## src/rtl/mshr_refill_ctrl.sv

```systemverilog
// Single-entry miss handler for the non-blocking data cache: victim writeback,
// metadata invalidate, acquire/refill, final metadata write and request replay.
module mshr_refill_ctrl #(
  parameter int TAG_W        = 20,
  parameter int IDX_W        = 6,
  parameter int WAYS         = 4,
  parameter int REFILL_BEATS = 4,
  parameter int BEAT_W       = $clog2(REFILL_BEATS)
) (
  input  logic              clk,
  input  logic              reset,

  input  logic              req_valid,
  output logic              req_ready,
  input  logic [4:0]        req_cmd,
  input  logic [TAG_W-1:0]  req_tag,
  input  logic [IDX_W-1:0]  req_idx,
  input  logic [WAYS-1:0]   req_way_en,
  input  logic              req_tag_match,
  input  logic [1:0]        req_old_coh,
  input  logic [TAG_W-1:0]  req_old_tag,

  output logic              wb_valid,
  input  logic              wb_ready,
  output logic [TAG_W-1:0]  wb_tag,
  output logic [IDX_W-1:0]  wb_idx,
  output logic [WAYS-1:0]   wb_way_en,
  input  logic              wb_done,

  output logic              acq_valid,
  input  logic              acq_ready,
  output logic [TAG_W-1:0]  acq_tag,
  output logic [IDX_W-1:0]  acq_idx,
  output logic              acq_excl,

  input  logic              grant_valid,
  output logic              refill_we,
  output logic [WAYS-1:0]   refill_way_en,
  output logic [BEAT_W-1:0] refill_beat,

  output logic              meta_wvalid,
  input  logic              meta_wready,
  output logic [IDX_W-1:0]  meta_widx,
  output logic [WAYS-1:0]   meta_wway_en,
  output logic [TAG_W-1:0]  meta_wtag,
  output logic [1:0]        meta_wcoh,

  output logic              replay_valid,
  input  logic              replay_ready,
  output logic [4:0]        replay_cmd,

  output logic              busy,
  input  logic [IDX_W-1:0]  s1_idx,
  output logic              s1_idx_conflict
);

  // Memory command encodings shared with the pipeline.
  localparam logic [4:0] M_XWR     = 5'b00001;
  localparam logic [4:0] M_PFW     = 5'b00011;
  localparam logic [4:0] M_XA_SWAP = 5'b00100;
  localparam logic [4:0] M_XLR     = 5'b00110;
  localparam logic [4:0] M_XSC     = 5'b00111;

  localparam logic [1:0] COH_INVALID = 2'd0;
  localparam logic [1:0] COH_SHARED  = 2'd1;
  localparam logic [1:0] COH_EXCL    = 2'd2;
  localparam logic [1:0] COH_DIRTY   = 2'd3;

  localparam logic [BEAT_W-1:0] LAST_BEAT = BEAT_W'(REFILL_BEATS - 1);

  typedef enum logic [2:0] {
    S_IDLE,
    S_WB_REQ,
    S_WB_WAIT,
    S_META_CLR,
    S_ACQ,
    S_REFILL,
    S_META_WR,
    S_REPLAY
  } state_t;

  state_t state, state_nxt;

  logic [4:0]        cmd_q;
  logic [TAG_W-1:0]  tag_q;
  logic [IDX_W-1:0]  idx_q;
  logic [WAYS-1:0]   way_en_q;
  logic              tag_match_q;
  logic [1:0]        old_coh_q;
  logic [TAG_W-1:0]  old_tag_q;
  logic [BEAT_W-1:0] beat_q;

  logic accept;
  logic write_intent;
  logic is_write;
  logic [1:0] final_coh;

  assign accept = req_valid && req_ready;

  always_comb begin
    is_write     = (cmd_q == M_XWR) || (cmd_q == M_XSC) || (cmd_q == M_XA_SWAP) || cmd_q[3];
    write_intent = is_write || (cmd_q == M_PFW) || (cmd_q == M_XLR);
    final_coh    = is_write ? COH_DIRTY : (write_intent ? COH_EXCL : COH_SHARED);
  end

  // NOTE: sequential state uses non-blocking assignments so every register
  // samples the pre-edge value of every other register.
  always_ff @(posedge clk) begin
    if (reset) state <= S_IDLE;
    else       state <= state_nxt;
  end

  // The request fields are cleared on reset so no stale address is ever presented.
  always_ff @(posedge clk) begin
    if (reset) begin
      cmd_q       <= '0;
      tag_q       <= '0;
      idx_q       <= '0;
      way_en_q    <= '0;
      tag_match_q <= 1'b0;
      old_coh_q   <= COH_INVALID;
      old_tag_q   <= '0;
    end else if (accept) begin
      cmd_q       <= req_cmd;
      tag_q       <= req_tag;
      idx_q       <= req_idx;
      way_en_q    <= req_way_en;
      tag_match_q <= req_tag_match;
      old_coh_q   <= req_old_coh;
      old_tag_q   <= req_old_tag;
    end
  end

  // Beat counter wraps naturally because REFILL_BEATS is a power of two.
  always_ff @(posedge clk) begin
    if (reset)
      beat_q <= '0;
    else if (state == S_ACQ && acq_ready)
      beat_q <= '0;
    else if (state == S_REFILL && grant_valid)
      beat_q <= beat_q + 1'b1;
  end

  // Only a dirty, non-upgrade victim can reach the writeback wait.
  always_ff @(posedge clk) begin
    if (!reset && state == S_WB_WAIT)
      assert (!tag_match_q && old_coh_q == COH_DIRTY);
  end

  always_comb begin
    state_nxt = state;
    case (state)
      S_IDLE:
        if (req_valid) begin
          if (!req_tag_match && req_old_coh == COH_DIRTY) state_nxt = S_WB_REQ;
          else if (!req_tag_match)                        state_nxt = S_META_CLR;
          else                                            state_nxt = S_ACQ;
        end
      S_WB_REQ:   if (wb_ready)                        state_nxt = S_WB_WAIT;
      S_WB_WAIT:  if (wb_done)                         state_nxt = S_META_CLR;
      S_META_CLR: if (meta_wready)                     state_nxt = S_ACQ;
      S_ACQ:      if (acq_ready)                       state_nxt = S_REFILL;
      S_REFILL:   if (grant_valid && beat_q == LAST_BEAT) state_nxt = S_META_WR;
      S_META_WR:  if (meta_wready)                     state_nxt = S_REPLAY;
      S_REPLAY:   if (replay_ready)                    state_nxt = S_IDLE;
      default:                                         state_nxt = S_IDLE;
    endcase
  end

  // NOTE: every output gets a default before the case so no latch is inferred.
  always_comb begin
    req_ready    = 1'b0;
    busy         = 1'b1;
    wb_valid     = 1'b0;
    acq_valid    = 1'b0;
    refill_we    = 1'b0;
    meta_wvalid  = 1'b0;
    meta_wtag    = tag_q;
    meta_wcoh    = COH_INVALID;
    replay_valid = 1'b0;
    case (state)
      S_IDLE: begin
        req_ready = 1'b1;
        busy      = 1'b0;
      end
      S_WB_REQ: wb_valid = 1'b1;
      S_META_CLR: begin
        meta_wvalid = 1'b1;
        meta_wtag   = old_tag_q;
        meta_wcoh   = COH_INVALID;
      end
      S_ACQ:    acq_valid = 1'b1;
      S_REFILL: refill_we = grant_valid;
      S_META_WR: begin
        meta_wvalid = 1'b1;
        meta_wtag   = tag_q;
        meta_wcoh   = final_coh;
      end
      S_REPLAY: replay_valid = 1'b1;
      default: ;
    endcase
  end

  assign wb_tag          = old_tag_q;
  assign wb_idx          = idx_q;
  assign wb_way_en       = way_en_q;
  assign acq_tag         = tag_q;
  assign acq_idx         = idx_q;
  assign acq_excl        = write_intent;
  assign refill_way_en   = way_en_q;
  assign refill_beat     = beat_q;
  assign meta_widx       = idx_q;
  assign meta_wway_en    = way_en_q;
  assign replay_cmd      = cmd_q;
  assign s1_idx_conflict = busy && (s1_idx == idx_q);

endmodule

```

## config.mk

```make
export PLATFORM = sky130hd
export DESIGN_NAME = mshr_refill_ctrl
export DESIGN_NICKNAME = d
export VERILOG_FILES = /design/src/rtl/mshr_refill_ctrl.sv
export SDC_FILE = /design/constraint.sdc
export NUM_CORES = 1
export LEC_CHECK = 0
export BUFFER_PORTS_ARGS = -buffer_cell sky130_fd_sc_hd__buf_2
export CORE_ASPECT_RATIO = 0.75
export CORE_MARGIN = 4
export CORE_UTILIZATION = 40
export CTS_BUF_LIST = sky130_fd_sc_hd__clkbuf_8
export DETAILED_ROUTE_END_ITERATION = 8
export GPL_ROUTABILITY_DRIVEN = 0
export PLACE_DENSITY = 0.82
export SYNTH_ARGS = -nofsm -noshare
export SYNTH_HDL_FRONTEND = slang
export SYNTH_SLANG_ARGS = --single-unit
export TNS_END_PERCENT = 30
```

## constraint.sdc

```tcl
create_clock -name clk -period 1.35 [get_ports clk]
set_clock_uncertainty 0.05 [all_clocks]
set_input_delay 0.135 -clock clk [delete_from_list [all_inputs] [get_ports clk]]
set_output_delay 0.135 -clock clk [all_outputs]
set_load 0.02 [all_outputs]
```

==> key figures <==
Layout
  • Post-Route Utilization: 73.8%
  • Synth-to-layout area growth: 79.0%
  • Share of layout cells above drive strength 1: roughly 48%
  • Non-Filler Instances: between 600 and 700
  • Antenna Cells: 0
  • Area occupied by multi-input gates: ~0.0015 mm^2
  • FILL cells: slightly below 500
  • Nets@finish: 655
  • Register area: around 0.0012 mm^2

Floorplanning
  • Core Box Area: between 0.006 and 0.007 mm^2
  • I/O pin count: about 180
  • Die area: approximately 0.0085 mm^2
  • Die Wd: 105 um
  • Starting Density: roughly two fifths
  • Row cnt: 26
  • Die height: slightly above 80 um

Clock tree
  • H-tree depth: 3
  • CTS Sinks: 60
  • Num CTS Buffers: 9
  • Clock Latency Late Sink: 330 ps
  • TritonCTS clock tree: done
  • CTS root buf: clkbuf_8
  • Worst-case clock buffer depth: 2
  • Clock slew at reported path FFs: around 70 ps

Timing
  • Period Utilization, post-route: 129%
  • Relative slew slack: 78.9%
  • Minimum clock period: between 1500 and 2000 ps
  • Final hold slack: about 24 ps
  • Setup slack after layout: -392 ps
  • RSZ-0062 raised after global routing: yes
  • Fmax: about 570 MHz
  • Final Hold Violating Endpoints: 0
  • # setup viols final: 89
  • Final Slew Violations: 0
  • Worst Tran Pin Value: approximately 320 ps

Worst setup path
  • WP data required: around 1200 ps
  • Crit end category: primary output
  • Arr. time, crit path: between 1500 and 2000 ps
  • CP startpoint kind: register
  • WS Path Type: register to primary output
  • Crit-path max FO: 7

Synth
  • Largest cells by area after synthesis: dfxtp_1 43%, nand2_1 15%, a21oi_1 9.9%, mux2_2 8.0%, buf_4 5.3%
  • Synth Area in Adders: less than 1%
  • Syn avg cell area: 8.14 um^2
  • Sequential area share after synthesis: a little over two fifths
  • Most frequent cells after synthesis: 112 x nand2_1, 60 x dfxtp_1, 56 x a21oi_1
  • Leading area contributor after synthesis: dfxtp_1
  • Post-synthesis cell count: ~350
  • Post-synth top flop: dfxtp_1
  • Post-synth ARST share: 0%
  • Compound-Gate Fraction of Synth Area: a little over an eighth
  • Netlist cell types: 36
  • Mapped Area: ~0.0028 mm^2
  • Count leader, synth: nand2_1
  • Post-Syn Nets: 420
  • Post-Synth XOR/XNOR Area: roughly 2.5%
  • Ys Warns: 0
  • Main combinational cell family by area after synthesis: simple AND/OR/NAND/NOR gates
  • Synthesis-stage register bit count: 60
  • Synth top area share: about 43%
  • Mux share of post-synthesis cell area: under 10%
  • Simple-Gate Fraction of Synth Area: 20.3%
  • Number of synthesized flops with an enable pin: 0

Detailed routing
  • First-pass DRT Iterations: 4
  • Initial DRC Count: between 100 and 150
  • DRC Markers: 0
  • Via/cell ratio: between 5 and 6
  • Via count: approximately 3400
  • DR WL/cell: about 17 um
  • Drt total wl: about 12000 um
  • Post-DRT Antenna Nets: 0

Power and ir drop
  • Total power: about 0.009 W
  • Leakage: around 2.5 nW
  • Pwr Density: roughly 1800 mW/mm^2
  • Peak VDD IR: 0.000942 V

GRT
  • Overall Global Routing Usage: about 25%
  • GRT Residual Overflow: 0
  • Largest net degree at the start of global routing: 56
  • Initial antenna violation count: 0
  • Number of global-route vias before repair: 3339
  • First-pass GRT wire length: about 17000 um

Status
  • Failing checks: setup timing
  • Status: complete, but fails checks

Placed design
  • PortBufs: 180
  • DP HPWL: around 6600 um
  • Post-Place Cells: between 500 and 600

Min path
  • Hold crit path type: input pin to register

Flow run
  • Number of max-cap violations: 0
[per-stage QoR]
step | TNS (ps) | cell area (um^2) | setup slack, ps
after floorplan | -6690 | 2850 | -97.1
after global placement | -3170 | 3770 | -99.7
after detailed placement | -7030 | 3770 | -146
after CTS | -16620 | 4850 | -385
after global routing | -28520 | 5040 | -456
final | -20640 | 5040 | -392
[layout make-up]
class | count | share of cell area (%)
flip-flops and latches | 60 | 24.0
inverters | 4 | 0.298
multi-input cells | 238 | 29.1
clock buffers | 10 | 2.73
well taps | 84 | 2.08
clock inverters | 6 | 1.74
repair buffers | 268 | 40.0
[layer usage]
metal  vias up  global-route usage [%]  wire length (um)
met5         -                       0                 0
met4         0                    10.4               460
met3        42                    7.15               924
met2       202                    46.3              5710
met1      1550                    26.8              4440
li1       1597                       -                 -
[path summary, 6_finish.rpt]
kind               from      endpoint  slack (ps)  depth (start not counted)
max            state[2]  meta_wtag[5]        -390                          4
min          req_tag[1]    acq_tag[1]          20                          3
max reg2reg    state[2]    wb_tag[12]        -220                          8
min reg2reg  acq_tag[8]    acq_tag[8]         410                          2
[registers in the layout (all words and copies together), names as in the netlist]
name,flops
wb_tag,20
replay_cmd,5
acq_idx,6
meta_wway_en,4
state,3
refill_beat,2
acq_tag,20
[timing repair]
item | 4_1_cts | 5_1_grt
resized for setup | 95 | 19
endpoints found under the hold margin | 52 | 0
pin swaps | 5 | 6
hold buffers | 51 | 0
gates cloned | 0 | 5
buffers inserted | 5 | 1
setup endpoints to repair | 90 | 91
[logic make-up after synthesis]
family / count (synthesis)
XOR/XNOR: 8
multiplexers: 24
buffers and inverters: 48
flip-flops: 60
adder cells (fa/ha/maj): 1
AND/OR/NAND/NOR: 135
AO/OA/AOI/OAI: 70
[worst max-delay path, cell delays in order, from the launching register on]
cell and delay (ps):
dfxtp_2 330, nand3b_1 250, buf_6 210, mux2_4 310, buf_6 140
[where the power goes]
group / internal [W] / switching [W] / leakage [nW] / total, W
combinational: 0.00223 / 0.00261 / 1.89 / 0.00484
clock: 0.00109 / 0.000707 / 0.116 / 0.00180
sequential: 0.00214 / 0.000313 / 0.493 / 0.00246
[cells in the final DEF (no fill, tap or decap), types with 3 or more instances in the layout]
cell type / instances
mux2_2: 8
nand2_1: 109
clkbuf_8: 10
buf_2: 150
clkbuf_16: 5
nor2b_4: 3
mux2_4: 12
dfxtp_2: 4
dfxtp_1: 55
inv_1: 3
buf_6: 38
a31oi_1: 3
a21oi_1: 47
xnor2_1: 4
mux2i_1: 4
nand3b_1: 3
xor2_1: 4
a21oi_2: 9
buf_4: 22
dlygate4sd3_1: 51
(Power assumes the default switching activity.)
